**src/rtl/jedro_1_alu_arbiter_pkg.sv**
```systemverilog
// Shared definitions for the ALU arbiter: ALU opcode encoding,
// widths and arbiter state encoding.
package jedro_1_alu_arbiter_pkg;

    localparam int DATA_WIDTH   = 32;
    localparam int ALU_OP_WIDTH = 4;

    localparam logic [ALU_OP_WIDTH-1:0] ALU_OP_ADD = 4'h1;
    localparam logic [ALU_OP_WIDTH-1:0] ALU_OP_SUB = 4'h2;
    localparam logic [ALU_OP_WIDTH-1:0] ALU_OP_XOR = 4'h3;
    localparam logic [ALU_OP_WIDTH-1:0] ALU_OP_AND = 4'h4;
    localparam logic [ALU_OP_WIDTH-1:0] ALU_OP_OR  = 4'h5;

    typedef enum logic [1:0] {
        ARB_ST_IDLE = 2'b00,
        ARB_ST_BUSY = 2'b01,
        ARB_ST_HOLD = 2'b10
    } arb_state_e;

    // Two-way grant: a lone requester wins, a tie goes to prio.
    function automatic logic [1:0] rr_grant(logic [1:0] req, logic prio);
        logic [1:0] g;
        g = req;
        if (&req) g = prio ? 2'b10 : 2'b01;
        return g;
    endfunction

endpackage

```
**src/rtl/jedro_1_alu_arbiter_rr_arb2.sv**
```systemverilog
// Two-way round-robin grant with external priority pointer.
// Output grant is one-hot, or zero when nobody requests.
module jedro_1_rr_arb2
    import jedro_1_alu_arbiter_pkg::*;
(
    input  logic [1:0] req,
    input  logic       prio,
    output logic [1:0] gnt
);

    assign gnt = rr_grant(req, prio);

endmodule

```
**src/rtl/jedro_1_alu_arbiter.sv**
```systemverilog
// Shares one registered ALU between two requesters, with a
// one-entry hold buffer for stalled responses.
module jedro_1_alu_arbiter
    import jedro_1_alu_arbiter_pkg::*;
#(
    parameter int DATA_WIDTH = jedro_1_alu_arbiter_pkg::DATA_WIDTH,
    parameter int OP_WIDTH   = ALU_OP_WIDTH,
    parameter bit RR_EN      = 1'b1
) (
    input  logic                  clk_i,
    input  logic                  rstn_i,
    input  logic                  flush_i,
    input  logic                  req0_valid_i,
    output logic                  req0_ready_o,
    input  logic [OP_WIDTH-1:0]   req0_op_i,
    input  logic [DATA_WIDTH-1:0] req0_opa_i,
    input  logic [DATA_WIDTH-1:0] req0_opb_i,
    input  logic                  req1_valid_i,
    output logic                  req1_ready_o,
    input  logic [OP_WIDTH-1:0]   req1_op_i,
    input  logic [DATA_WIDTH-1:0] req1_opa_i,
    input  logic [DATA_WIDTH-1:0] req1_opb_i,
    output logic                  rsp0_valid_o,
    input  logic                  rsp0_ready_i,
    output logic                  rsp1_valid_o,
    input  logic                  rsp1_ready_i,
    output logic [DATA_WIDTH-1:0] rsp_res_o,
    output logic                  rsp_overflow_o,
    output logic [OP_WIDTH-1:0]   alu_op_sel_o,
    output logic [DATA_WIDTH-1:0] alu_opa_o,
    output logic [DATA_WIDTH-1:0] alu_opb_o,
    input  logic [DATA_WIDTH-1:0] alu_res_i,
    input  logic                  alu_overflow_i
);

    arb_state_e            state;
    logic                  tag;
    logic                  prio;
    logic [DATA_WIDTH-1:0] buf_res;
    logic                  buf_ovf;

    logic [1:0] req_v;
    logic [1:0] gnt;
    logic       tag_ready;
    logic       can_issue;
    logic       issue;
    logic       gnt_idx;
    logic       rsp_active;

    assign req_v = {req1_valid_i, req0_valid_i};

    jedro_1_rr_arb2 u_arb (
        .req  (req_v),
        .prio (prio),
        .gnt  (gnt)
    );

    assign tag_ready = tag ? rsp1_ready_i : rsp0_ready_i;

    // rstn_i gating keeps ready low while reset is held.
    assign can_issue = rstn_i & !flush_i &
                       ((state == ARB_ST_IDLE) |
                        ((state == ARB_ST_BUSY) & tag_ready));

    assign issue        = can_issue & (|gnt);
    assign gnt_idx      = gnt[1];
    assign req0_ready_o = can_issue & gnt[0];
    assign req1_ready_o = can_issue & gnt[1];

    always_comb begin
        alu_op_sel_o = '0;
        alu_opa_o    = '0;
        alu_opb_o    = '0;
        if (issue) begin
            alu_op_sel_o = gnt_idx ? req1_op_i  : req0_op_i;
            alu_opa_o    = gnt_idx ? req1_opa_i : req0_opa_i;
            alu_opb_o    = gnt_idx ? req1_opb_i : req0_opb_i;
        end
    end

    assign rsp_active   = !flush_i & (state != ARB_ST_IDLE);
    assign rsp0_valid_o = rsp_active & !tag;
    assign rsp1_valid_o = rsp_active & tag;

    always_comb begin
        rsp_res_o      = '0;
        rsp_overflow_o = 1'b0;
        if (state == ARB_ST_BUSY) begin
            rsp_res_o      = alu_res_i;
            rsp_overflow_o = alu_overflow_i;
        end else if (state == ARB_ST_HOLD) begin
            rsp_res_o      = buf_res;
            rsp_overflow_o = buf_ovf;
        end
    end

    always_ff @(posedge clk_i or negedge rstn_i) begin
        if (!rstn_i) begin
            state   <= ARB_ST_IDLE;
            tag     <= 1'b0;
            prio    <= 1'b0;
            buf_res <= '0;
            buf_ovf <= 1'b0;
        end else begin
            if (issue) begin
                tag  <= gnt_idx;
                prio <= RR_EN ? ~gnt_idx : 1'b0;
            end
            if (flush_i) begin
                state <= ARB_ST_IDLE;
            end else begin
                unique case (state)
                    ARB_ST_IDLE: begin
                        state <= issue ? ARB_ST_BUSY : ARB_ST_IDLE;
                    end
                    ARB_ST_BUSY: begin
                        // ALU register is overwritten next cycle: park the result.
                        if (!tag_ready) begin
                            buf_res <= alu_res_i;
                            buf_ovf <= alu_overflow_i;
                            state   <= ARB_ST_HOLD;
                        end else begin
                            state <= issue ? ARB_ST_BUSY : ARB_ST_IDLE;
                        end
                    end
                    ARB_ST_HOLD: begin
                        if (tag_ready) state <= ARB_ST_IDLE;
                    end
                    default: state <= ARB_ST_IDLE;
                endcase
            end
        end
    end

endmodule
```
**config.mk**
```make
export PLATFORM = sky130hd
export DESIGN_NAME = jedro_1_alu_arbiter
export DESIGN_NICKNAME = d
export VERILOG_FILES = /design/src/rtl/jedro_1_alu_arbiter_pkg.sv /design/src/rtl/jedro_1_alu_arbiter_rr_arb2.sv /design/src/rtl/jedro_1_alu_arbiter.sv
export SDC_FILE = /design/constraint.sdc
export NUM_CORES = 1
export LEC_CHECK = 0
export ABC_AREA = 1
export ABC_CLOCK_PERIOD_IN_PS = 3890
export CORE_AREA = 2 2 109 111
export DETAILED_ROUTE_END_ITERATION = 6
export DIE_AREA = 0 0 111 113
export PLACE_DENSITY = 0.85
export SYNTH_ARGS = -nofsm -noshare
export SYNTH_HDL_FRONTEND = slang
export SYNTH_HIERARCHICAL = 1
export SYNTH_SLANG_ARGS = --single-unit
```
**constraint.sdc**
```tcl
create_clock -name clk_i -period 3.89 [get_ports clk_i]
set_input_delay 0.5835 -clock clk_i [delete_from_list [all_inputs] [get_ports clk_i]]
set_output_delay 0.5835 -clock clk_i [all_outputs]
set_load 0.02 [all_outputs]
```
==> run_results.csv, run 1 <==
group,metric,value,unit
grt,use_met1,27.4,%
finish,drive_above_1_share,12.6,%
yosys,synth_edf_count,0,
hold_path,hold_class,"in2async",
yosys,yosys.area.top_type,"nand2_1",
clocking,cts_resized,0,
setup_path,cp-end-kind,"primary output",
grt,grt_overflow_total,0,
timing,max_slew_margin,45.4,%
placed_design,place_area,6200,µm²
yosys,synth-seq-cells,37,
setup_path,cp-startpoint,"req0_valid_i",
clocking,h-tree-depth,2,
clocking,cts-root-buf,"clkbuf_16",
die,start_util,29.9,%
finish,areaGrowthSynthToFinish,89.3,%
clocking,cts.clk_slew.worst_paths,50,ps
finish,finish.instance_area,6370,µm²
timing,tns,0,ps
clocking,clk_path_buf_depth,2,
power,p_per_area,305,nW/µm²
power,peakVddDrop,0.189,mV
setup_path,arrival,2860,ps
finish,n_fill_cell,1043,
grt,gr-max-usage-layer,"met2",
timing,period_minus_slack,3450,ps
die,die_w,111,µm
grt,use_met3,7.39,%
clocking,ctsHoldBuffers,0,
setup_path,cpLargestDelayFamily,"buffers and inverters",
yosys,syn_area,3370,µm²
route,num_vias,4409,
power,leakagePower,2.70,nW
clocking,numClockSinks,37,
die,die_area,12500,µm²
yosys,synth_most_common_cell,"nand2_1",
setup_path,rr_startpoint,"tag$_DFFE_PN0P_",
yosys,synth_flop_cell,"dfrtp_1",
placed_design,dp_hpwl,11100,µm
clocking,insertion_delay,280,ps
finish,fin_nets,952,
setup_path,slowest_delay,670,ps
yosys,netlist_top_cells_count,"nand2_1 (281), a21oi_2 (68), dfrtp_1 (37)",
setup_path,r2r_slack,2020,ps
yosys,synth_warnings,6,
route,first_iter_violations,385,
yosys,syn-mean-instance-area,6.44,µm²
flow_run,maxCapViolCount,0,
setup_path,cp_num_buf_inv,5,
die,die_h,113,µm
grt,antenna_found_initial,1,
yosys,ys_types,19,
setup_path,critPathSlowestCell,"clkdlybuf4s50_1",
yosys,yosysSeqAreaShare,27.5,%
clocking,post_cts_buffers,0,
grt,use_met2,37.3,%
clocking,cts_made_buffers,5,
yosys,syn_nets,699,
die,ioPinCount,281,
setup_path,path_cells,"clkdlybuf4s50_1 -> inv_1 -> nand2_1 -> nand2_2 -> inv_2 -> buf_4 -> nand2_1 -> a21oi_2 -> clkdlybuf4s50_1",
route,drc,0,
timing,rsz0062_at_grt,"false",
setup_path,crit_path_start_kind,"input port",
grt,grt_max_degree,70,
setup_path,reg2reg_depth,4,
placed_design,post-place-ws,471,ps
timing,fin_crit_sh,88.6,%
setup_path,path_max_fanout,69,
timing,drv_slew,0,
placed_design,port_buffers,280,
route,viasPerCell,4.79,
yosys,synth-async-reset-ratio,100,%
yosys,synth_top_area_share,31.3,%
setup_path,crit_required,3310,ps
timing,max_freq,0.290,GHz
route,finalWirelength,14600,µm
timing,setup_viol,0,
grt,grtUsageTotal,22.3,%
placed_design,place_inst,912,
route,wire_per_inst,15.8,µm
placed_design,gp_congestion,0.903,
route,ant_nets,0,
clocking,cts_tree,"yes",
timing,hold_viol_final,0,
finish,fin_util,56.5,%
timing,clock_skew,3.59,ps
finish,stdcell_count,920,
setup_path,critPathKind,"in2out",
setup_path,timing.rr.end,"buf_res[18]$_DFFE_PN0P_",
route,dr.pass1.iters,4,
yosys,synth_area_leaders,"nand2_1 (31%), dfrtp_1 (27%), a21oi_2 (18%), nand4_1 (6.5%), nand3_1 (5.2%)",
die,rows,39,
run_status,status,"finished, final reports clean",
timing,worstMarginPinSlew,819,ps
die,coreArea,11300,µm²
yosys,syn-instance-count,523,
grt,grt_pass1_wl,22600,µm
setup_path,cp-endpoint,"alu_opb_o[16]",
timing,setup_ws,445,ps
setup_path,crit_cells,9,
grt,grt_pass1_vias,4257,
finish,diodes,0,
-- where the power goes --
group	switching [mW]	internal [mW]	total, mW
combinational	0.451	0.389	0.840
clock	0.152	0.320	0.471
sequential	0.0888	0.547	0.635
-- sequential cells by signal, summed over array words and instances (netlist names) --
signal / flops
state: 2
prio: 1
tag: 1
buf_ovf: 1
buf_res: 32
-- placed cells by master (no fill, tap or decap) --
cell type,synthesis,final
nand2_1,281,280
clkdlybuf4s50_1,0,279
a21oi_2,68,68
dfrtp_1,37,37
nand3_1,35,35
nand4_1,35,35
buf_4,2,9
inv_1,8,8
clkbuf_16,0,5
inv_2,3,3
nor2_4,2,2
nand3_4,2,2
nor2_1,2,2
nor3_1,2,2
buf_12,0,2
nand3_2,1,1
o21ai_2,1,1
clkinvlp_4,0,1
clkbuf_8,0,1
bufinv_16,0,1
buf_2,16,1
a21oi_1,1,1
nand2_2,0,1
-- through the flow --
stage	hold slack, ps	power [mW]
after floorplan	288	1.09
after global placement	453	1.46
after detailed placement	459	1.48
after CTS	418	1.96
after global routing	433	2.08
final	392	1.95
-- worst min path at each step --
stage                            startpoint                 endpoint  slack (ps)  cells after the start
floorplan                            rstn_i      buf_ovf$_DFFE_PN0P_         290                      0
global placement    buf_res[18]$_DFFE_PN0P_  buf_res[18]$_DFFE_PN0P_         450                      2
detailed placement   buf_res[1]$_DFFE_PN0P_   buf_res[1]$_DFFE_PN0P_         460                      2
CTS                                  rstn_i   buf_res[0]$_DFFE_PN0P_         420                      2
global route                         rstn_i   buf_res[0]$_DFFE_PN0P_         430                      2
finish                               rstn_i  buf_res[29]$_DFFE_PN0P_         390                      2
-- area by class of cell --
cell class	count	area [µm²]	share of cell area, %
Inverter	11	41.3	0.648
Multi-Input combinational cell	430	2150	33.7
Timing Repair Buffer	291	2910	45.6
Clock inverter	2	37.5	0.589
Tap cell	143	179	2.81
Clock buffer	6	139	2.18
Sequential cell	37	926	14.5
-- cell families after synthesis --
family | Yosys count | share of synthesized area [%]
AO/OA/AOI/OAI | 70 | 18.1
flip-flops | 37 | 27.5
buffers and inverters | 56 | 8.84
AND/OR/NAND/NOR | 360 | 45.6
-- routing by layer --
metal / part of all wire (%) / routed length [µm] / up-vias
met1: 40 / 5780 / 1964
met4: 2.4 / 345 / 2
li1: - / - / 2213
met2: 48 / 6990 / 205
met5: 0.048 / 7 / -
met3: 9.8 / 1430 / 25
No activity file was read; power rests on OpenSTA's default activity.
==> run 2: changes to the inputs <==
CTS_BUF_LIST = sky130_fd_sc_hd__clkbuf_4 sky130_fd_sc_hd__clkbuf_8   (was not set)
HOLD_SLACK_MARGIN = 0.06   (was not set)
==> run_results.csv, run 2 (synthesized netlist as in run 1, its figures left out) <==
group,metric,value,unit
run_status,status,"finished, final reports clean",
die,start_util,29.9,%
setup_path,timing.rr.end,"buf_res[22]$_DFFE_PN0P_",
power,switching_share,37.4,%
finish,final_common_cell,"nand2_1",
timing,drv_slew,0,
setup_path,crit_required,3310,ps
power,p_comb_share,46.0,%
timing,max_slew_margin,44.7,%
flow_run,maxCapViolCount,0,
finish,regMostFlops,"buf_res",
placed_design,port_buffers,280,
setup_path,cp-end-kind,"primary output",
clocking,cts.clk_slew.worst_paths,80,ps
grt,grt_pass1_wl,22600,µm
clocking,cts_made_buffers,5,
finish,drive_above_1_share,12.6,%
power,pwr-share-seq,34.8,%
route,first_iter_violations,358,
die,die_area,12500,µm²
clocking,cts_resized,0,
placed_design,dp_hpwl,11100,µm
finish,fin_util,56.0,%
power,p_per_area,289,nW/µm²
route,ant_nets,0,
timing,worstMarginPinSlew,829,ps
power,p_clk_share,19.3,%
timing,fin_hold_ws,373,ps
hold_path,hold_class,"in2async",
die,coreArea,11300,µm²
power,intPower,1.14,mW
setup_path,cp-startpoint,"req0_valid_i",
setup_path,path_max_fanout,69,
die,die_h,113,µm
placed_design,place_area,6200,µm²
die,rows,39,
timing,hold_viol_final,0,
placed_design,place_inst,912,
finish,n_fill_cell,1043,
clocking,post_cts_buffers,0,
grt,grt_max_degree,70,
timing,rsz0062_at_grt,"false",
setup_path,cpLargestDelayFamily,"buffers and inverters",
setup_path,reg2reg_depth,4,
clocking,h-tree-depth,2,
clocking,cts-root-buf,"clkbuf_8",
route,wire_per_inst,15.8,µm
route,dr.pass1.iters,6,
timing,tns,0,ps
finish,final_cell_mix,"nand2_1 (280), clkdlybuf4s50_1 (279), a21oi_2 (68)",
finish,diodes,0,
finish,areaGrowthSynthToFinish,87.6,%
route,viasPerCell,4.82,
clocking,cts_tree,"yes",
route,num_vias,4438,
finish,stdcell_count,920,
setup_path,rr_startpoint,"tag$_DFFE_PN0P_",
grt,grtUsageTotal,22.3,%
timing,fin_crit_sh,88.9,%
power,leakagePower,2.68,nW
placed_design,gp_congestion,0.903,
timing,clock_skew,8.88,ps
grt,grt_pass1_vias,4241,
setup_path,path_cells,"clkdlybuf4s50_1 -> inv_1 -> nand2_1 -> nand2_2 -> inv_2 -> buf_4 -> nand2_1 -> a21oi_2 -> clkdlybuf4s50_1",
die,die_w,111,µm
setup_path,arrival,2870,ps
clocking,insertion_delay,290,ps
power,switchingPower,0.682,mW
grt,antenna_found_initial,1,
finish,fin_nets,952,
clocking,numClockSinks,37,
setup_path,slowest_delay,630,ps
route,drc,0,
finish,finish.instance_area,6320,µm²
power,peakVddDrop,0.168,mV
setup_path,critPathSlowestCell,"clkdlybuf4s50_1",
clocking,clk_path_buf_depth,2,
clocking,ctsHoldBuffers,0,
setup_path,critPathKind,"in2out",
grt,grt_overflow_total,0,
finish,top_regs,"buf_res (32), state (2)",
setup_path,cp-endpoint,"alu_opb_o[21]",
finish,largest_reg_flops,32,
setup_path,crit_cells,9,
timing,period_minus_slack,3460,ps
setup_path,crit_path_start_kind,"input port",
route,finalWirelength,14600,µm
timing,max_freq,0.289,GHz
setup_path,r2r_slack,2020,ps
setup_path,cp_num_buf_inv,5,
timing,setup_viol,0,
die,ioPinCount,281,
==> run 2: cell types whose count changed in the layout (fill, tap and decap cells not counted) <==
cell and delta:
clkbuf_16 -5, clkbuf_8 +5
==> run 2: power by group through the flow <==
stage / clock network, mW / logic, mW / registers (mW)
2_1_floorplan: 0 / 0.469 / 0.619
3_5_place_dp: 0 / 0.843 / 0.638
5_1_grt: 0.376 / 0.927 / 0.654
4_1_cts: 0.356 / 0.846 / 0.633
3_3_place_gp: 0 / 0.828 / 0.631
6_report: 0.352 / 0.839 / 0.634
==> run 2: metrics by stage <==
| stage | setup slack [ps] | power (mW) |
|---|---|---|
| after floorplan | 1700 | 1.09 |
| after global placement | 494 | 1.46 |
| after detailed placement | 471 | 1.48 |
| after CTS | 465 | 1.83 |
| after global routing | 304 | 1.96 |
| final | 432 | 1.82 |
==> run 2: final cells by class <==
cell class | instances | area (µm²) | share of cell area [%]
Multi-Input combinational cell | 430 | 2150 | 34.0
Timing Repair Buffer | 291 | 2910 | 46.0
Inverter | 11 | 41.3 | 0.654
Clock inverter | 2 | 37.5 | 0.594
Clock buffer | 6 | 82.6 | 1.31
Sequential cell | 37 | 926 | 14.7
Tap cell | 143 | 179 | 2.83
==> run 2: worst min path at each step <==
stage                     slack [ps]                       to  cells past startpoint               startpoint
final                            370   buf_res[0]$_DFFE_PN0P_                      2                   rstn_i
after global routing             410   buf_res[0]$_DFFE_PN0P_                      2                   rstn_i
after CTS                        400   buf_res[0]$_DFFE_PN0P_                      2                   rstn_i
after detailed placement         460   buf_res[1]$_DFFE_PN0P_                      2   buf_res[1]$_DFFE_PN0P_
after global placement           450  buf_res[18]$_DFFE_PN0P_                      2  buf_res[18]$_DFFE_PN0P_
after floorplan                  290      buf_ovf$_DFFE_PN0P_                      0                   rstn_i
==> run 2: routing by layer <==
| metal | GRT usage [%] | vias up | routed length [µm] |
|---|---|---|---|
| li1 | - | 2211 | - |
| met1 | 27.6 | 1979 | 5690 |
| met2 | 37.2 | 216 | 7050 |
| met3 | 7.39 | 30 | 1420 |
| met4 | 6.67 | 2 | 385 |
| met5 | 0 | - | 7 |
==> run 2: worst reg2reg max path, stage by stage, from the launching register on <==
cell	delay [ps]
dfrtp_1	440
o21ai_2	540
nand3_4	510
nand2_1	200
nand2_1	70
